[config.mk]
export PLATFORM = sky130hd
export DESIGN_NAME = imem_loader
export DESIGN_NICKNAME = d
export VERILOG_FILES = /design/src/rtl/imem_loader.sv
export SDC_FILE = /design/constraint.sdc
export NUM_CORES = 1
export LEC_CHECK = 0
export BUFFER_PORTS_ARGS = -buffer_cell sky130_fd_sc_hd__buf_4
export CELL_PAD_IN_SITES_DETAIL_PLACEMENT = 0
export CELL_PAD_IN_SITES_GLOBAL_PLACEMENT = 2
export CORE_MARGIN = 1
export CORE_UTILIZATION = 33
export CTS_CLUSTER_SIZE = 12
export DETAILED_ROUTE_END_ITERATION = 6
export PLACE_DENSITY = 0.79
export SYNTH_ARGS = -nofsm -noshare
export SYNTH_HDL_FRONTEND = slang
export SYNTH_SLANG_ARGS = --single-unit
[constraint.sdc]
create_clock -name clk -period 2.3 [get_ports clk]
set_input_delay 0.115 -clock clk [delete_from_list [all_inputs] [get_ports clk]]
set_output_delay 0.115 -clock clk [all_outputs]
set_load 0.005 [all_outputs]
[src/rtl/imem_loader.sv]
// Byte-stream instruction memory loader: assembles little-endian bytes into
// 32-bit words and issues one write strobe per completed word.
module imem_loader #(
    parameter int unsigned ADDR_W = 12
) (
    input  logic              clk,
    input  logic              rst,
    input  logic              start,
    input  logic              in_valid,
    input  logic [7:0]        in_data,
    input  logic              in_last,
    output logic              in_ready,
    output logic              wr_en,
    output logic [ADDR_W-1:0] wr_addr,
    output logic [31:0]       wr_data,
    output logic              busy,
    output logic              done,
    output logic              overflow,
    output logic [ADDR_W:0]   word_count
);

    typedef enum logic [1:0] {
        IDLE = 2'd0,
        LOAD = 2'd1,
        DONE = 2'd2
    } state_t;

    localparam logic [ADDR_W-1:0] ADDR_MAX  = '1;
    localparam logic [ADDR_W:0]   COUNT_MAX = {1'b1, {ADDR_W{1'b0}}};

    state_t              state_q, state_d;
    logic [1:0]          byte_idx_q, byte_idx_d;
    logic [ADDR_W-1:0]   word_addr_q, word_addr_d;
    logic [ADDR_W:0]     word_count_q, word_count_d;
    logic [31:0]         asm_q, asm_d;
    logic                overflow_q, overflow_d;
    logic                wr_en_q, wr_en_d;
    logic [ADDR_W-1:0]   wr_addr_q, wr_addr_d;
    logic [31:0]         wr_data_q, wr_data_d;
    logic [31:0]         merged;
    logic                hs;

    always_comb begin
        state_d      = state_q;
        byte_idx_d   = byte_idx_q;
        word_addr_d  = word_addr_q;
        word_count_d = word_count_q;
        asm_d        = asm_q;
        overflow_d   = overflow_q;
        wr_en_d      = 1'b0;
        wr_addr_d    = wr_addr_q;
        wr_data_d    = wr_data_q;

        in_ready = (state_q == LOAD);
        busy     = (state_q == LOAD);
        done     = (state_q == DONE);
        hs       = in_ready && in_valid;

        // asm_q is cleared on every completed word and on start, so bytes
        // above the current index are already zero in the merged word.
        merged = asm_q;
        merged[{byte_idx_q, 3'b000} +: 8] = in_data;

        if (start) begin
            state_d      = LOAD;
            byte_idx_d   = '0;
            word_addr_d  = '0;
            word_count_d = '0;
            asm_d        = '0;
            overflow_d   = 1'b0;
        end else if (hs) begin
            if (byte_idx_q == 2'd3 || in_last) begin
                wr_en_d    = 1'b1;
                wr_addr_d  = word_addr_q;
                wr_data_d  = merged;
                asm_d      = '0;
                byte_idx_d = '0;
                if (word_count_q != COUNT_MAX) begin
                    word_count_d = word_count_q + 1'b1;
                end
                if (word_addr_q != ADDR_MAX) begin
                    word_addr_d = word_addr_q + 1'b1;
                end
                if (in_last) begin
                    state_d = DONE;
                end else if (word_addr_q == ADDR_MAX) begin
                    state_d    = DONE;
                    overflow_d = 1'b1;
                end
            end else begin
                asm_d      = merged;
                byte_idx_d = byte_idx_q + 1'b1;
            end
        end
    end

    always_ff @(posedge clk) begin
        if (rst) begin
            state_q      <= IDLE;
            byte_idx_q   <= '0;
            word_addr_q  <= '0;
            word_count_q <= '0;
            asm_q        <= '0;
            overflow_q   <= 1'b0;
            wr_en_q      <= 1'b0;
            wr_addr_q    <= '0;
            wr_data_q    <= '0;
        end else begin
            state_q      <= state_d;
            byte_idx_q   <= byte_idx_d;
            word_addr_q  <= word_addr_d;
            word_count_q <= word_count_d;
            asm_q        <= asm_d;
            overflow_q   <= overflow_d;
            wr_en_q      <= wr_en_d;
            wr_addr_q    <= wr_addr_d;
            wr_data_q    <= wr_data_d;
        end
    end

    assign wr_en      = wr_en_q;
    assign wr_addr    = wr_addr_q;
    assign wr_data    = wr_data_q;
    assign overflow   = overflow_q;
    assign word_count = word_count_q;

endmodule

==> results.yml <==
status:
  status: "complete, no violations"
detailed_routing:
  drt_iter0_markers: 173
  drc_errors: 0
  route.detailed.wl_per_inst_um: 15.6
  drtAntennaViolNets: 0
  first_pass_iters: 4
  detail_route.vias_per_cell: 5.20
  detailroute.via_count: 4066
  detail_route.wirelength_um: 12200
setup_path:
  worstRegToRegCells: 6
  crit-reg2reg-capture: "asm_q[10]$_SDFFE_PP0N_"
  timing_worst_setup_path_type: "reg2reg"
  cp_data_required_time_ps: 2600
  rr_startpoint: "byte_idx_q[0]$_SDFFE_PP0N_"
  crit_path_max_fanout: 9
  crit_path_end: "asm_q[10]$_SDFFE_PP0N_"
  setup.worst_path.start_class: "register"
  timing.critical_path.to_type: "register"
  ff_to_ff_setup_slack_ps: 230
  wp_data_arrival_ps: 2370
  critPathLaunch: "byte_idx_q[0]$_SDFFE_PP0N_"
timing:
  maxSlewHeadroom_pct: 36.7
  final_setup_violation_count: 0
  final.setup_skew_ps: 5.36
  number_of_max_slew_violations_in_the_final_report: 0
  final_cycle_utilization_of_the_critical_path_pct: 90.0
  unrepaired_setup_endpoints_after_global_routing: "false"
  maxClockFrequency_mhz: 483
  finalWorstPathRequiredPeriod_ps: 2070
  fin_ws_ps: 230
  hold_viol_final: 0
  tightestPinTransition_ps: 947
  fin_setup_tns_ps: 0
  final.hold.worst_slack_ps: 67.9
final_layout:
  drive_above_1_share_pct: 19.3
  nets: 623
  finish.instance_area_um2: 5570
  final_core_density_pct: 42.1
  insertedDiodeCount: 0
  final.fill_count: 1393
  area.growth.synth_to_final_pct: 24.5
pwr:
  total_switching_power_w: 0.000812
  pwr_density_cell_nw_per_um2: 635
  share_seq_of_total_power_pct: 53.1
  share_clk_of_total_power_pct: 41.2
  switching_share_pct: 22.9
  cell_internal_pwr_w: 0.00273
  vdd_ir_drop_max_mv: 0.343
  leakage_nw: 2.10
  comb_power_share_pct: 5.7
synthesis:
  netlist_area_um2: 4480
  ys_seq_elements: 107
  yosys_warnings: 0
  postSynth.topFlopCell: "dfxtp_1"
  post_synth_inst_count: 528
  async_reset_ff_share_pct: 0
  yosysUniqueCellTypes: 47
  synth.yosys.seq_area_share_pct: 47.9
  synth_edf_count: 0
  syn_area_per_cell_um2: 8.48
  synth.net_count: 550
die:
  design.die.area_um2: 14000
  chip_height_um: 118
  die-width_um: 118
  boundaryPins: 75
  initial_core_util_pct: 33.8
  std_cell_rows: 42
  core_um2: 13200
global_route:
  grtUsageTotal_pct: 18.2
  grt_pass1_vias: 3997
  antenna_found_initial: 0
  grt_start_max_net_pins: 49
  grt_overflow: 0
  global_route_wire_length_before_repair_um: 20300
clocking:
  worstSkewPairLatency_ps: 350
  clk_transition_reported_paths_ps: 70
  post_cts_buffers: 0
  clock_sinks: 107
  cts_tree: "built"
  clockRootBuffer: "clkbuf_16"
  htree_levels: 3
  post_cts_resized: 0
  post_cts_hold_buffer_count: 0
  max-clock-path-buffers: 2
  tritoncts.num_buffers: 9
flow_run:
  cap_viol_max_count: 0
placed_design:
  detailedPlace.worstSlack_ps: 216
  hpwlAfterDp_um: 8560
  io_buffers: 74
  place_area_um2: 5290
  routabilityCongestion: 0.789
min_path:
  hp-class: "in2reg"
  hp-start: "in_data[2]"
-- cell type report --
class,instances,area (µm²),share of cell area [%]
clock buffers,11,253,4.54
clock inverters,5,27.5,0.494
inverters,11,41.3,0.741
multi-input cells,377,2160,38.8
flip-flops and latches,107,2140,38.4
well taps,176,220,3.95
repair buffers,95,726,13.0
-- worst min path at each step --
stage	to	slack, ps	depth (start not counted)
2_1_floorplan	asm_q[10]$_SDFFE_PP0N_	250	1
3_3_place_gp	asm_q[30]$_SDFFE_PP0N_	420	2
3_5_place_dp	asm_q[26]$_SDFFE_PP0N_	420	2
4_1_cts	asm_q[30]$_SDFFE_PP0N_	50	2
5_1_grt	asm_q[30]$_SDFFE_PP0N_	50	2
6_report	asm_q[26]$_SDFFE_PP0N_	70	2
-- worst max-delay path: stages (launching register included) --
cell and delay, ps:
dfxtp_1 490, inv_1 160, ha_1 380, inv_1 90, nor3_1 430, and3_1 310
a22o_1 160
-- cell usage in the layout (no fill, tap or decap), drive strengths merged, types with 3 or more instances in the layout --
| cell type | n |
|---|---|
| dfxtp | 107 |
| buf | 95 |
| nand2 | 80 |
| nor2 | 55 |
| a21oi | 49 |
| o21ai | 22 |
| a22o | 19 |
| a22oi | 19 |
| a211oi | 13 |
| nor3 | 13 |
| nand3 | 12 |
| clkbuf | 11 |
| inv | 9 |
| ha | 9 |
| nor2b | 9 |
| or3 | 7 |
| nand4 | 6 |
| nor4 | 6 |
| a221oi | 6 |
| or4 | 6 |
| clkinv | 6 |
| o311ai | 4 |
| xnor2 | 4 |
| and3 | 4 |
| o41ai | 3 |
| o31ai | 3 |
| a31oi | 3 |
| a41o | 3 |
-- cells in the mapped netlist (3+ instances only) --
library cell | instances | area share, %
a211oi_1 | 13 | 2.2
a21oi_1 | 49 | 5.5
a221oi_1 | 6 | 1.2
a22o_1 | 19 | 3.7
a22oi_1 | 19 | 3.2
a31oi_1 | 3 | 0.42
a41o_1 | 3 | 0.67
and3_1 | 4 | 0.56
buf_1 | 3 | 0.25
clkbuf_1 | 27 | 2.3
dfxtp_1 | 107 | 48
ha_1 | 9 | 2.5
inv_1 | 9 | 0.75
nand2_1 | 80 | 6.7
nand3_1 | 12 | 1.3
nand4_1 | 6 | 0.84
nor2_1 | 55 | 4.6
nor2b_1 | 9 | 1.3
nor3_1 | 13 | 1.5
nor4_1 | 6 | 0.84
o21ai_0 | 22 | 2.5
o311ai_0 | 4 | 0.78
o31ai_1 | 3 | 0.50
o41ai_1 | 3 | 0.59
or3_1 | 7 | 0.98
or4_1 | 5 | 0.84
xnor2_1 | 4 | 0.78
-- registers in the layout, indices dropped and copies added, names as in the netlist --
signal	flops
word_addr_q	12
overflow	1
byte_idx_q	2
word_count	13
asm_q	32
wr_data	32
wr_en	1
state_q	2
wr_addr	12
-- kinds of logic after synthesis --
logic type | count (synthesis) | share of synthesized area (%)
flip-flops | 107 | 47.9
adder cells (fa/ha/maj) | 9 | 2.52
AO/OA/AOI/OAI | 148 | 21.9
AND/OR/NAND/NOR | 213 | 22.3
buffers and inverters | 44 | 3.97
XOR/XNOR | 6 | 1.17
multiplexers | 1 | 0.224
-- layer usage --
layer	global-route usage (%)	vias up	wire length [µm]
li1	-	2043	-
met1	25.2	1936	6180
met2	27.9	76	5410
met3	3.23	11	450
met4	7.28	0	186
met5	0	-	0
-- stage by stage --
stage / power (W) / instances
floorplan: 0.00203 / 528
global placement: 0.00212 / 766
detailed placement: 0.00213 / 766
CTS: 0.00360 / 782
global route: 0.00369 / 782
finish: 0.00354 / 782
-- power groups by stage --
stage | combinational, W | sequential (W) | clock (W)
floorplan | 0.000105 | 0.00192 | 0
global placement | 0.000201 | 0.00192 | 0
detailed placement | 0.000204 | 0.00192 | 0
CTS | 0.000204 | 0.00188 | 0.00152
global route | 0.000223 | 0.00188 | 0.00159
finish | 0.000203 | 0.00188 | 0.00146
(Power assumes the default switching activity.)
